===== src/rtl/apb_master_ctrl.sv =====
// apb_master_ctrl: single-outstanding APB master bridging a valid/ready command/response port.
// Every output is a flop; a stalled access is aborted with an error after TIMEOUT wait cycles.
module apb_master_ctrl #(
  parameter int ADDR_W  = 32,
  parameter int DATA_W  = 32,
  parameter int TIMEOUT = 16
) (
  input  logic              pclk,
  input  logic              rst_n,
  // local command / response port
  input  logic              cmd_valid,
  output logic              cmd_ready,
  input  logic              cmd_write,
  input  logic [ADDR_W-1:0] cmd_addr,
  input  logic [DATA_W-1:0] cmd_wdata,
  output logic              rsp_valid,
  input  logic              rsp_ready,
  output logic [DATA_W-1:0] rsp_rdata,
  output logic              rsp_err,
  // APB master port
  output logic [ADDR_W-1:0] paddr,
  output logic              pwrite,
  output logic [DATA_W-1:0] pwdata,
  output logic              psel,
  output logic              penable,
  input  logic [DATA_W-1:0] prdata,
  input  logic              pready,
  input  logic              pslverr
);

  // state  | meaning
  // IDLE   | cmd_ready high, waiting for a command handshake
  // SETUP  | psel high, penable low, one cycle
  // ACCESS | psel/penable high, waiting for pready or timeout
  // RESP   | rsp_valid high until the requester accepts it
  typedef enum logic [1:0] {
    IDLE   = 2'd0,
    SETUP  = 2'd1,
    ACCESS = 2'd2,
    RESP   = 2'd3
  } state_e;

  // Wide enough to hold TIMEOUT itself without wrapping.
  localparam int CNT_W = $clog2(TIMEOUT + 1);

  state_e              state_q, state_d;
  logic [CNT_W-1:0]    wait_cnt_q, wait_cnt_d;
  logic [CNT_W-1:0]    wait_inc;
  logic                cmd_ready_q, cmd_ready_d;
  logic                psel_q, psel_d;
  logic                penable_q, penable_d;
  logic [ADDR_W-1:0]   paddr_q, paddr_d;
  logic                pwrite_q, pwrite_d;
  logic [DATA_W-1:0]   pwdata_q, pwdata_d;
  logic                rsp_valid_q, rsp_valid_d;
  logic [DATA_W-1:0]   rsp_rdata_q, rsp_rdata_d;
  logic                rsp_err_q, rsp_err_d;
  logic                cmd_hs;
  logic                access_done;
  logic                timeout_hit;

  assign cmd_hs      = (state_q == IDLE) && cmd_valid && cmd_ready_q;
  assign wait_inc    = wait_cnt_q + CNT_W'(1);
  assign access_done = (state_q == ACCESS) && pready;
  assign timeout_hit = (state_q == ACCESS) && !pready && (wait_inc == CNT_W'(TIMEOUT));

  always_ff @(posedge pclk or negedge rst_n) begin
    if (!rst_n) begin
      state_q     <= IDLE;
      wait_cnt_q  <= '0;
      cmd_ready_q <= 1'b0;
      psel_q      <= 1'b0;
      penable_q   <= 1'b0;
      paddr_q     <= '0;
      pwrite_q    <= 1'b0;
      pwdata_q    <= '0;
      rsp_valid_q <= 1'b0;
      rsp_rdata_q <= '0;
      rsp_err_q   <= 1'b0;
    end else begin
      state_q     <= state_d;
      wait_cnt_q  <= wait_cnt_d;
      cmd_ready_q <= cmd_ready_d;
      psel_q      <= psel_d;
      penable_q   <= penable_d;
      paddr_q     <= paddr_d;
      pwrite_q    <= pwrite_d;
      pwdata_q    <= pwdata_d;
      rsp_valid_q <= rsp_valid_d;
      rsp_rdata_q <= rsp_rdata_d;
      rsp_err_q   <= rsp_err_d;
    end
  end

  always_comb begin
    state_d = state_q;
    case (state_q)
      IDLE:    if (cmd_hs) state_d = SETUP;
      SETUP:   state_d = ACCESS;
      ACCESS:  if (access_done || timeout_hit) state_d = RESP;
      RESP:    if (rsp_valid_q && rsp_ready) state_d = IDLE;
      default: state_d = IDLE;
    endcase
  end

  // Output flops are loaded from the next state so each one changes on the same edge as the FSM.
  always_comb begin
    cmd_ready_d = (state_d == IDLE);
    psel_d      = (state_d == SETUP) || (state_d == ACCESS);
    penable_d   = (state_d == ACCESS);
    rsp_valid_d = (state_d == RESP);

    paddr_d     = paddr_q;
    pwrite_d    = pwrite_q;
    pwdata_d    = pwdata_q;
    if (cmd_hs) begin
      paddr_d  = cmd_addr;
      pwrite_d = cmd_write;
      pwdata_d = cmd_write ? cmd_wdata : '0;
    end

    wait_cnt_d = wait_cnt_q;
    if (cmd_hs) begin
      wait_cnt_d = '0;
    end else if ((state_q == ACCESS) && !pready) begin
      wait_cnt_d = wait_inc;
    end

    rsp_rdata_d = rsp_rdata_q;
    rsp_err_d   = rsp_err_q;
    if (access_done) begin
      rsp_rdata_d = pwrite_q ? '0 : prdata;
      rsp_err_d   = pslverr;
    end else if (timeout_hit) begin
      rsp_rdata_d = '0;
      rsp_err_d   = 1'b1;
    end
  end

  assign cmd_ready = cmd_ready_q;
  assign psel      = psel_q;
  assign penable   = penable_q;
  assign paddr     = paddr_q;
  assign pwrite    = pwrite_q;
  assign pwdata    = pwdata_q;
  assign rsp_valid = rsp_valid_q;
  assign rsp_rdata = rsp_rdata_q;
  assign rsp_err   = rsp_err_q;

endmodule


===== config.mk =====
export PLATFORM = sky130hd
export DESIGN_NAME = apb_master_ctrl
export DESIGN_NICKNAME = d
export VERILOG_FILES = /design/src/rtl/apb_master_ctrl.sv
export SDC_FILE = /design/constraint.sdc
export NUM_CORES = 1
export LEC_CHECK = 0
export ABC_AREA = 1
export CAP_MARGIN = 15
export CORE_MARGIN = 3
export CORE_UTILIZATION = 38
export CTS_BUF_LIST = sky130_fd_sc_hd__clkbuf_4
export CTS_CLUSTER_DIAMETER = 30
export CTS_CLUSTER_SIZE = 16
export DETAILED_ROUTE_END_ITERATION = 8
export GPL_TIMING_DRIVEN = 0
export PLACE_DENSITY = 0.88
export SETUP_SLACK_MARGIN = 0.05
export SLEW_MARGIN = 20
export SYNTH_ARGS = -nofsm -noshare
export SYNTH_HDL_FRONTEND = slang
export SYNTH_SLANG_ARGS = --single-unit

===== constraint.sdc =====
create_clock -name pclk -period 1.9 [get_ports pclk]
set_clock_uncertainty 0.15 [all_clocks]
set_input_delay 0.475 -clock pclk [delete_from_list [all_inputs] [get_ports pclk]]
set_output_delay 0.475 -clock pclk [all_outputs]
set_load 0.1 [all_outputs]

==> metrics.md <==
| Metric | Value |
|---|---|
| First-pass GRT wire length | 20,400 um |
| WP data arrival | 1.15 ns |
| Core ar. | 11,100 um^2 |
| Synth warnings | 0 |
| Dpl hpwl | 9470 um |
| Die ar. | 12,900 um^2 |
| Crit-path max cell delay | 0.46 ns |
| Synthesized instance count | 484 |
| DR top layer | met4 |
| Critical Path Fanout Max | 3 |
| Hold Slack | 0.237 ns |
| Max transition margin | 69.2% |
| Sw power | 7.62 mW |
| CTS tree | built |
| Max Cap Viol | 0 |
| Seq/Total Area, Yosys | 61.8% |
| Status | complete, no violations |
| Setup violations, final | 0 |
| Part of the power in registers | 27.9% |
| Met3 WL | 1080 um |
| Worst path bufs/invs | 1 |
| Initial DRC count | 240 |
| Fmax | 565 MHz |
| I/O Buffers | 203 |
| Std cell rows | 38 |
| Antenna viol nets, final | 0 |
| Cell at the slowest stage of the critical path | dfrtp_2 |
| Reg clk slew, reported paths | 0.15 ns |
| Pwr dens | 1920 nW/um^2 |
| Sinks on Clock Net | 109 |
| Fraction of layout instances using a drive strength above 1 | 23.3% |
| Final period util | 93.2% |
| RSZ-0062 raised after global routing | yes |
| Syn Area/Cell | 9.12 um^2 |
| Number of global-route vias before repair | 4,191 |
| Delay-heaviest family, CP | flip-flops |
| Starting Density | 39.8% |
| CTS Buf Count | 9 |
| Synthesized area | 4410 um^2 |
| Crit Path Class | reg2out |
| DRC violations left | 0 |
| Deepest clock path buffer count | 2 |
| Final Max Slew Viols | 0 |
| Area Overhead vs Synth | 50.3% |
| Antenna violations before repair | 0 |
| GRT Util Overall | 19.6% |
| Routed WL per cell | 14.7 um |
| Post-Syn Nets | 592 |
| Root Driver | clkbuf_4 |
| Startpoint Class | flop |
| Netlist cell types | 21 |
| Pleak | 3.46 nW |
| Hold Path Class | in2reg |
| Routed WL | 12,500 um |
| Final hold vios | 0 |
| Vias | 4,090 |
| Internal cell power | 5.12 mW |
| Max VDD drop | 1.68 mV |
| Clock latency on the worst-skew pair | 0.44 ns |
| Die Y | 114 um |
| GRT overflow | 0 |
| Least-Margin Pin Slew | 0.462 ns |
| FF+latch count, synth | 109 |
| TNS Setup | 0 ns |
| H-tree lvl count | 3 |
| Crit end category | output port |
| Final min period | 1.77 ns |
| Most common cell after layout, fill and taps aside | nand2_1 |
| Most frequent cells in the layout | nand2_1, buf_4, dfrtp_1, clkdlybuf4s50_1, o21ai_0 |
| Pre-antenna DRT Iters | 4 |
| IO Count | 205 |
| Met1 WL | 5260 um |
| CP required | 1.27 ns |
| Diodes inserted | 0 |
| Logic pwr share | 63.3% |
| Metal2 WL | 5890 um |
| Clk pwr share | 8.8% |
| CP Cell Sequence | buf_6 |
| Nets@finish | 815 |
| Vias per cell | 4.81 |
| RD Place Congestion | 0.854 |
| DIE WIDTH | 114 um |
| Net Sw Frac | 59.8% |
| Largest net degree at the start of global routing | 63 |
[power by group through the flow]
stage	sequential (mW)	clock, mW	combinational (mW)
2_1_floorplan	8.57	0	1.10
3_3_place_gp	3.55	0	8.11
3_5_place_dp	3.59	0	8.23
4_1_cts	3.55	1.17	8.07
5_1_grt	3.66	1.25	8.39
6_report	3.56	1.12	8.07
[final timing paths]
| kind | start | to | slack, ns | depth (start not counted) |
|---|---|---|---|---|
| worst min-delay path | cmd_write | pwdata[1]$_DFFE_PN0P_ | 0.24 | 3 |
| max in group asynchronous | rst_n | pwrite$_DFFE_PN0P_ | 0.57 | 3 |
| worst max register to register | wait_cnt_q[0]$_DFFE_PN0P_ | rsp_valid$_DFF_PN0_ | 0.13 | 9 |
| min in group asynchronous | rst_n | state_q[1]$_DFF_PN0_ | 0.37 | 2 |
| worst min register to register | paddr[13]$_DFFE_PN0P_ | paddr[13]$_DFFE_PN0P_ | 0.35 | 2 |
| worst max-delay path | pwrite$_DFFE_PN0P_ | pwrite | 0.13 | 1 |
[logic make-up after synthesis]
logic type                 count (synthesis)  share of synthesized area, %
buffers and inverters                     40                          4.25
AOI/OAI and AO/OA                         39                          4.57
adders and majority gates                  5                          1.42
and+or+nand+nor                          291                          27.9
DFF                                      109                          61.8
[final cells by class]
type	count	area (um^2)
fillers	941	4450
flip-flops and latches	109	2730
repair buffers	213	1890
multi-input cells	335	1530
well taps	140	175
plain buffers	25	126
clock buffers	10	75.1
clock inverters	5	53.8
inverters	14	52.6
[flip-flops by register name, summed over array words and instances (netlist names)]
signal,count
rsp_err,1
cmd_ready,1
paddr,32
rsp_rdata,32
psel,1
penable,1
state_q,2
pwdata,32
rsp_valid,1
wait_cnt_q,5
pwrite,1
[Yosys cell counts, drive strengths merged]
| master | count | area, um^2 |
|---|---|---|
| a22o | 1 | 8.76 |
| a31oi | 1 | 6.26 |
| buf | 15 | 93.8 |
| clkbuf | 11 | 41.3 |
| dfrtp | 109 | 2730 |
| ha | 5 | 62.6 |
| inv | 14 | 52.6 |
| nand2 | 245 | 922 |
| nand3 | 36 | 243 |
| nand4 | 2 | 12.5 |
| nor2 | 7 | 48.8 |
| o21ai | 36 | 180 |
| o22ai | 1 | 6.26 |
| or2 | 1 | 6.26 |
[metrics by stage]
stage / cells / power [mW] / setup WS, ns / area (um^2) / utilization, %
after floorplan: 484 / 9.67 / 0.132 / 4410 / -
after global placement: 827 / 11.7 / -4.18 / 6620 / 59.8
after detailed placement: 828 / 11.8 / -0.424 / 6650 / 60.0
after CTS: 849 / 12.8 / 0.0842 / 6600 / 59.5
after global routing: 851 / 13.3 / 0.0261 / 6630 / 59.9
final: 851 / 12.7 / 0.129 / 6630 / 59.9
[layer usage]
metal	vias to the layer above	track usage (%)
met5	-	0
met4	0	7.21
met3	19	4.88
met2	164	32.2
met1	1948	25.1
li1	1959	-
[timing repair]
item                       CTS  global route
gates resized for setup    619             5
setup endpoints to repair  106            32
pin swaps                    2             4
setup buffers                5             3
hold buffers                 1             0
hold endpoints to repair    47             0
Power figures use the tool's default switching activity.
